File: src/rtl/alu_pipe.sv
// rtl/alu_pipe.sv - pipelined ALU with single-cycle ops, N-cycle shift-add multiply and a one-entry output register
module alu_pipe #(
  parameter int N = 32
) (
  input  logic         i_clk,
  input  logic         i_rst_n,
  input  logic         i_in_valid,
  output logic         o_in_ready,
  input  logic [N-1:0] i_a,
  input  logic [N-1:0] i_b,
  input  logic [2:0]   i_alu_control,
  output logic         o_out_valid,
  input  logic         i_out_ready,
  output logic [N-1:0] o_result,
  output logic         o_zero,
  output logic         o_overflow,
  output logic         o_sticky_ovf,
  input  logic         i_clr_sticky
);
  localparam int CW = $clog2(N);
  localparam logic [2:0] OP_ADD = 3'd0, OP_SUB = 3'd1, OP_AND = 3'd2, OP_XOR = 3'd3,
                         OP_OR = 3'd4, OP_SLT = 3'd5, OP_SLTU = 3'd6, OP_MUL = 3'd7;

  typedef enum logic {IDLE, MUL_BUSY} state_t;

  state_t          r_state;
  logic [CW-1:0]   r_cnt;
  logic [N-1:0]    r_mcand;
  logic [2*N-1:0]  r_prod;
  logic            r_out_valid;
  logic [N-1:0]    r_result;
  logic            r_zero;
  logic            r_overflow;
  logic            r_sticky;

  logic            w_accept;
  logic [N-1:0]    w_sum;
  logic [N-1:0]    w_diff;
  logic [N-1:0]    w_alu_result;
  logic            w_alu_ovf;
  logic [N:0]      w_mul_add;
  logic [2*N-1:0]  w_prod_next;
  logic            w_mul_last;
  logic            w_done;
  logic [N-1:0]    w_done_result;
  logic            w_done_ovf;

  assign o_in_ready = (r_state == IDLE) && (!r_out_valid || i_out_ready);
  assign w_accept   = i_in_valid && o_in_ready;
  assign w_sum      = i_a + i_b;
  assign w_diff     = i_a - i_b;

  always_comb begin
    w_alu_result = '0;
    w_alu_ovf    = 1'b0;
    case (i_alu_control)
      OP_ADD: begin
        w_alu_result = w_sum;
        w_alu_ovf    = (i_a[N-1] == i_b[N-1]) && (w_sum[N-1] != i_a[N-1]);
      end
      OP_SUB: begin
        w_alu_result = w_diff;
        w_alu_ovf    = (i_a[N-1] != i_b[N-1]) && (w_diff[N-1] != i_a[N-1]);
      end
      OP_AND:  w_alu_result = i_a & i_b;
      OP_XOR:  w_alu_result = i_a ^ i_b;
      OP_OR:   w_alu_result = i_a | i_b;
      OP_SLT:  w_alu_result = {{(N-1){1'b0}}, ($signed(i_a) < $signed(i_b))};
      OP_SLTU: w_alu_result = {{(N-1){1'b0}}, (i_a < i_b)};
      default: w_alu_result = '0;
    endcase
  end

  // Product register holds {partial sum, remaining multiplier bits}; shift right one bit per step.
  assign w_mul_add   = {1'b0, r_prod[2*N-1:N]} + {1'b0, (r_prod[0] ? r_mcand : {N{1'b0}})};
  assign w_prod_next = {w_mul_add, r_prod[N-1:1]};
  assign w_mul_last  = (r_state == MUL_BUSY) && (r_cnt == CW'(N-1));

  assign w_done        = (w_accept && (i_alu_control != OP_MUL)) || w_mul_last;
  assign w_done_result = w_mul_last ? w_prod_next[N-1:0] : w_alu_result;
  assign w_done_ovf    = w_mul_last ? (|w_prod_next[2*N-1:N]) : w_alu_ovf;

  always_ff @(posedge i_clk or negedge i_rst_n) begin
    if (!i_rst_n) begin
      r_state     <= IDLE;
      r_cnt       <= '0;
      r_mcand     <= '0;
      r_prod      <= '0;
      r_out_valid <= 1'b0;
      r_result    <= '0;
      r_zero      <= 1'b1;
      r_overflow  <= 1'b0;
      r_sticky    <= 1'b0;
    end else begin
      case (r_state)
        IDLE: begin
          if (w_accept && (i_alu_control == OP_MUL)) begin
            r_mcand <= i_a;
            r_prod  <= {{N{1'b0}}, i_b};
            r_cnt   <= '0;
            r_state <= MUL_BUSY;
          end
        end
        MUL_BUSY: begin
          r_prod <= w_prod_next;
          r_cnt  <= r_cnt + 1'b1;
          if (w_mul_last) r_state <= IDLE;
        end
        default: r_state <= IDLE;
      endcase

      if (w_done) begin
        r_out_valid <= 1'b1;
        r_result    <= w_done_result;
        r_zero      <= (w_done_result == '0);
        r_overflow  <= w_done_ovf;
      end else if (r_out_valid && i_out_ready) begin
        r_out_valid <= 1'b0;
      end

      // A new overflow completion outranks a clear on the same edge.
      if (w_done && w_done_ovf) r_sticky <= 1'b1;
      else if (i_clr_sticky)    r_sticky <= 1'b0;
    end
  end

  assign o_out_valid  = r_out_valid;
  assign o_result     = r_result;
  assign o_zero       = r_zero;
  assign o_overflow   = r_overflow;
  assign o_sticky_ovf = r_sticky;

endmodule
File: config.mk
export PLATFORM = sky130hd
export DESIGN_NAME = alu_pipe
export DESIGN_NICKNAME = d
export VERILOG_FILES = /design/src/rtl/alu_pipe.sv
export SDC_FILE = /design/constraint.sdc
export NUM_CORES = 1
export LEC_CHECK = 0
export ABC_AREA = 1
export CAP_MARGIN = 5
export CORE_ASPECT_RATIO = 1.5
export CORE_MARGIN = 2
export CORE_UTILIZATION = 30
export DETAILED_ROUTE_END_ITERATION = 8
export GPL_TIMING_DRIVEN = 0
export MAX_ROUTING_LAYER = met4
export PLACE_DENSITY_LB_ADDON = 0.25
export SLEW_MARGIN = 30
export SYNTH_ARGS = -nofsm -noshare
export SYNTH_HDL_FRONTEND = slang
export SYNTH_SLANG_ARGS = --single-unit
File: constraint.sdc
create_clock -name i_clk -period 9.9 [get_ports i_clk]
set_clock_uncertainty 0.2 [all_clocks]
set_input_delay 1.485 -clock i_clk [delete_from_list [all_inputs] [get_ports i_clk]]
set_output_delay 1.485 -clock i_clk [all_outputs]
set_load 0.01 [all_outputs]
==> results of run 1 <==
[report_power, final]
part / switching [uW] / internal, uW / total (uW)
logic: 1450 / 775 / 2220
clock network: 267 / 423 / 690
registers: 178 / 843 / 1020
[per-layer routing]
layer  wire length (um)  global-route usage [%]  up-vias
li1                   -                       -     7797
met3               2150                    1.78      147
met1              23800                    27.2     7339
met5                  0                       -        -
met4               3980                    15.2        0
met2              33800                    48.9      431
[cells in the mapped netlist (11+ instances only)]
library cell,number
buf_2,24
nor2_2,16
a31oi_1,38
nand4_1,28
clkbuf_1,41
nand2_2,12
dfrtp_1,137
nand3_1,207
xor2_1,13
ha_1,137
o22ai_1,24
xnor2_1,12
o211ai_1,19
nor3_1,17
nand2_1,683
inv_2,11
nor2_1,220
a21oi_1,132
inv_1,337
o21ai_0,134
[metrics by stage]
stage	power (uW)	worst slack [ns]	util, %	hold WS, ns	instances
after detailed placement	3240	4.56	34.3	0.271	3056
after floorplan	2430	6.28	-	0.253	2349
final	3930	4.91	35.6	0.278	3089
after CTS	3940	5.01	35.6	0.287	3088
after global placement	3220	1.40	34.3	0.265	3055
after global routing	4260	4.76	35.6	0.293	3089
[flip-flops by register name (all words and copies together), names as in the netlist]
signal and count:
o_zero 1, o_result 32, r_cnt 5, r_mcand 32, o_sticky_ovf 1, o_overflow 1
o_out_valid 1, r_state 1, r_prod 64
[final cells by class]
| class | instances | area [um2] |
|---|---|---|
| clock buffers | 18 | 429 |
| clock inverters | 14 | 198 |
| inverters | 350 | 1310 |
| fillers | 5351 | 30800 |
| repair buffers | 107 | 1090 |
| plain buffers | 89 | 460 |
| diodes | 1 | 2.50 |
| multi-input cells | 1772 | 9340 |
| well taps | 600 | 751 |
| flip-flops and latches | 138 | 3450 |
[critical path, delay by kind of cell]
family / cells / cell delay, ns
fa+ha+maj: 1 / 0.28
compound gates: 1 / 0.34
buf+inv: 4 / 1.06
simple gates: 14 / 1.99
[kinds of logic after synthesis]
logic type | count (synthesis)
fa+ha+maj | 140
xor+xnor | 25
compound gates | 390
flops | 138
buf+inv | 439
simple gates | 1217
[worst min-delay path by stage]
stage                           start          end
final                      o_overflow   o_overflow
after global routing       o_overflow   o_overflow
after CTS                  o_overflow   o_overflow
after detailed placement   o_overflow   o_overflow
after global placement    r_mcand[31]  r_mcand[31]
after floorplan           r_mcand[31]  r_mcand[31]
==> out/results.ini, run 1 <==
[outcome]
status=finished, final reports clean

[grt]
track_usage_pct=26.3
first_global_vias=16300
grt_pass1_wl_um=95200
grt_max_degree=82
antenna_found_initial=1
overflow=0

[synthesis]
yosysUniqueCellTypes=50
synth_compound_gate_area_share_pct=15.0
synthXorXnorAreaFrac_pct=1.50
synth_top_area_share_pct=23.5
syn_avg_cell_area_um2=6.20
synth_warnings=0
synth_edf_count=0
ys_seq_area_share_pct=23.7
synth_top_family_by_area=simple AND/OR/NAND/NOR gates
synth_fa_ha_area_share_pct=12.2
yosys.area_share.simple_pct=35.5
syn_area_um2=14600
syn-num-nets=2561
syn_inst=2349
synth.area.mux_share_pct=0
synth-main-ff-cell=dfrtp_1
synth.largest_area_cell=dfrtp_1
synthArstFlopShare_pct=100
synth_area_leaders=dfrtp_1, nand2_1, ha_1
ys_ff_latch=138

[critical_path]
crit_end=o_zero
crit_path_end_kind=flop
timing.rr.end=o_overflow
cp.arrival_ns=5.17
startpoint_type=input pin
slowest_stage=clkdlybuf4s50_1
reg2reg_from=r_prod[0]
crit_chain=clkdlybuf4s50_1 -> inv_1 -> ha_1 -> buf_2 -> inv_2 -> nand2_1 -> nand3_1 -> nand2_1 -> nand2_1 -> nand2_1 -> nand2_1 -> nand3_1 -> nand3_1 -> a21oi_1 -> nand3_1 -> nor2_1 -> nand3_1 -> nor2_2 -> nand3_1 -> nand2_1
r2r_cells=19
crit_fanout=10
max_stage_delay_ns=0.64
critPathKind=input pin to flop
r2r_setup_slack_ns=5.59
worstPathRequired_ns=10.08
crit_path_start=i_b[2]

[finish]
nets=2687
design_area_um2=17000
final_cell_mix=nand2_1, inv_1, nor2_1, nand3_1
layout_commonest_cell=nand2_1
synthToLayoutAreaGrowth_pct=17.0
drive_gt1_share_pct=5.67

[clock_network]
cts_hold_buf=0
cts_setup_buffers=0
clk_pin_slew_ns=0.06
h-tree-depth=4
clk_path_buf_depth=2
tritoncts=yes
clock_latency_ns=0.44
cts_resized=0
cts_buffers=17
cts_sinks=138
clock-root-buffer=clkbuf_16

[sta]
tightestPinTransition_ns=0.899
setup-violations-final=0
fmax_mhz=200
slew_headroom_pct=40.1
setup_tns_ns=0
layout_min_cycle_time_ns=4.99
rsz0062_at_grt=false
finalCritPeriodShare_pct=50.4
hold_viol=0
drv_slew=0

[hold_path]
hold_class=flop to flop
hold_depth=2

[detailed_routing]
final_antenna_net_count=0
dr.pass1.iters=7
via_count=15700
drc=0
drt_iter0_markers=1029
viasPerCell=5.09
wl_um=63700
avgRoutedWirePerCell_um=20.6

[die]
placement_rows=98
ios=109
floorplan.initialDensity_pct=30.5
die_w_um=184
die_h_um=274
die-area_um2=50400
core_um2=47800

[placement]
dp.final_hpwl_um=54200
portBuffers=106
place.gp.congestion=0.972
post_dp_cell_area_um2=16400

[run]
cap_violations=0

[power]
leakagePower_uw=0.00890
power.density_nw_per_um2=231
ir_drop_v=0.000111

Power figures use the tool's default switching activity.
==> run 2: changes to the inputs <==
==> constraint.sdc (replaced) <==
create_clock -name i_clk -period 4.44 [get_ports i_clk]
set_clock_uncertainty 0.2 [all_clocks]
set_input_delay 0.666 -clock i_clk [delete_from_list [all_inputs] [get_ports i_clk]]
set_output_delay 0.666 -clock i_clk [all_outputs]
set_load 0.01 [all_outputs]
==> run 2 against run 1 <==
Effect of this change:
- first-iteration DRC count is 4.8% lower
- critical path depth unchanged
- flip-flop and latch count did not move
- non-clock buffer count grew 1
- largest power group unchanged
- final area rose by 0.11%
- register-to-register slack worse by 5.1 ns
==> out/results.ini, run 2 (synthesis gave the netlist of run 1 again) <==
[outcome]
status=finished, final reports clean

[clock_network]
h-tree-depth=4
clock-root-buffer=clkbuf_16
cts_sinks=138
clock_latency_ns=0.44
cts_buffers=17
tritoncts=yes
clk_pin_slew_ns=0.06
cts_setup_buffers=0
clk_path_buf_depth=2

[finish]
nFillCells=5351
synthToLayoutAreaGrowth_pct=17.1
instances_no_fill=3090
design_area_um2=17100
final_cell_mix=nand2_1, inv_1, nor2_1, nand3_1
largest_register=r_prod
nets=2688
layout_commonest_cell=nand2_1
largest_register_ffs=64
drive_gt1_share_pct=5.79
final_util_pct=35.7

[power]
power.density_nw_per_um2=514
p_sw_share_pct=48.1
p_comb_share_pct=56.6
switchingPower_uw=4220
ir_drop_v=0.000246
p_int_uw=4550
report.power.total_uw=8780
clkPwrFrac_pct=17.5
seq_power_share_pct=26.0
leakagePower_uw=0.00891

[die]
floorplan.initialDensity_pct=30.5
placement_rows=98
core_um2=47800
ios=109
die-area_um2=50400
die_w_um=184
die_h_um=274

[critical_path]
r2r_setup_slack_ns=0.48
crit_path_end_kind=flop
crit_chain=clkdlybuf4s50_1 -> inv_1 -> ha_1 -> buf_2 -> nand2_1 -> inv_1 -> nand2_1 -> nor2_1 -> nand4_1 -> nand3_1 -> nand2_1 -> nand3_1 -> nand3_1 -> nand2_1 -> o21ai_1 -> nor2_1 -> nand3_1 -> nor2_2 -> nand3_1 -> nand2_1
worstPathRequired_ns=4.62
max_stage_delay_ns=0.55
cp.arrival_ns=4.37
critPathKind=input pin to flop
path_delay_family=simple AND/OR/NAND/NOR gates
path_buf_inv=4
crit_fanout=10
startpoint_type=input pin
slowest_stage=nor2_1

[grt]
overflow=0
track_usage_pct=26.3
antenna_found_initial=1
grt_pass1_wl_um=95200
grt_max_degree=82
first_global_vias=16300

[sta]
setup-violations-final=0
rsz0062_at_grt=false
hold_viol=0
layout_min_cycle_time_ns=4.20
drv_slew=0
tightestPinTransition_ns=0.920
finalCritPeriodShare_pct=94.5
slew_headroom_pct=38.7
fmax_mhz=238

[detailed_routing]
viasPerCell=5.09
dr.pass1.iters=5
final_antenna_net_count=0
wl_um=63800
drt_iter0_markers=980
avgRoutedWirePerCell_um=20.6
drc=0
via_count=15700

[placement]
portBuffers=106
place.gp.congestion=0.972
place_inst=3056
post_dp_cell_area_um2=16400
dp.final_hpwl_um=54200

[run]
cap_violations=0

[hold_path]
hold_class=flop to flop

[run 2: per-stage QoR]
| step | setup WS, ns | setup TNS (ns) | hold WS [ns] |
|---|---|---|---|
| after floorplan | 1.30 | 0 | 0.170 |
| after global placement | -3.24 | -441.85 | 0.265 |
| after detailed placement | -0.0807 | -0.0807 | 0.271 |
| after CTS | 0.0631 | 0 | 0.287 |
| after global routing | 0.122 | 0 | 0.293 |
| final | 0.243 | 0 | 0.283 |
[run 2: worst reg2reg max path: stages, from the launching register on]
cell and delay, ns:
dfrtp_1 0.33, clkbuf_1 0.32, clkbuf_2 0.36, nand2_1 0.09
inv_1 0.06, ha_1 0.15, inv_1 0.07, fa_1 0.44
nand3b_1 0.17, nand2_1 0.12, a21oi_2 0.12, o21ai_2 0.32
nand3_1 0.12, nand2_1 0.17, xor2_1 0.24, nand2_1 0.09
nor2_1 0.18, nand4_1 0.13, nand2_1 0.12, nand2_1 0.06
[run 2: metal layers]
| layer | wire [um] | vias up | global-route usage [%] |
|---|---|---|---|
| met5 | 0 | - | - |
| met4 | 4040 | 0 | 15.2 |
| met3 | 2010 | 146 | 1.78 |
| met2 | 33700 | 413 | 48.9 |
| met1 | 24000 | 7368 | 27.2 |
| li1 | - | 7808 | - |
[run 2: layout make-up]
cell class | count | area [um2] | share of cell area [%]
Antenna cell | 1 | 2.50 | 0.0147
Buffer | 89 | 462 | 2.71
Clock buffer | 18 | 429 | 2.52
Clock inverter | 14 | 198 | 1.16
Inverter | 350 | 1310 | 7.70
Multi-Input combinational cell | 1772 | 9350 | 54.8
Sequential cell | 138 | 3450 | 20.2
Tap cell | 600 | 751 | 4.40
Timing Repair Buffer | 108 | 1100 | 6.47
[run 2: timing repair]
action,in CTS,in global routing
hold buffers,1,0
setup endpoints to repair,0,2
endpoints found under the hold margin,57,0
resized for setup,0,4
[run 2: power by group through the flow]
stage,clock network [uW],logic [uW],registers [uW]
2_1_floorplan,0,3200,2220
6_report,1530,4960,2280
3_3_place_gp,0,4890,2280
4_1_cts,1550,4960,2280
3_5_place_dp,0,4930,2290
5_1_grt,1610,5550,2340
[run 2: worst paths after layout]
| check | startpoint | end | depth (start not counted) |
|---|---|---|---|
| max | i_a[13] | o_zero | 20 |
| max reg2reg | r_prod[0] | o_overflow | 19 |
| max in group asynchronous | i_rst_n | o_zero | 3 |
| min | o_overflow | o_overflow | 2 |
| min in group asynchronous | i_rst_n | o_result[8] | 2 |
| min reg2reg | o_overflow | o_overflow | 2 |
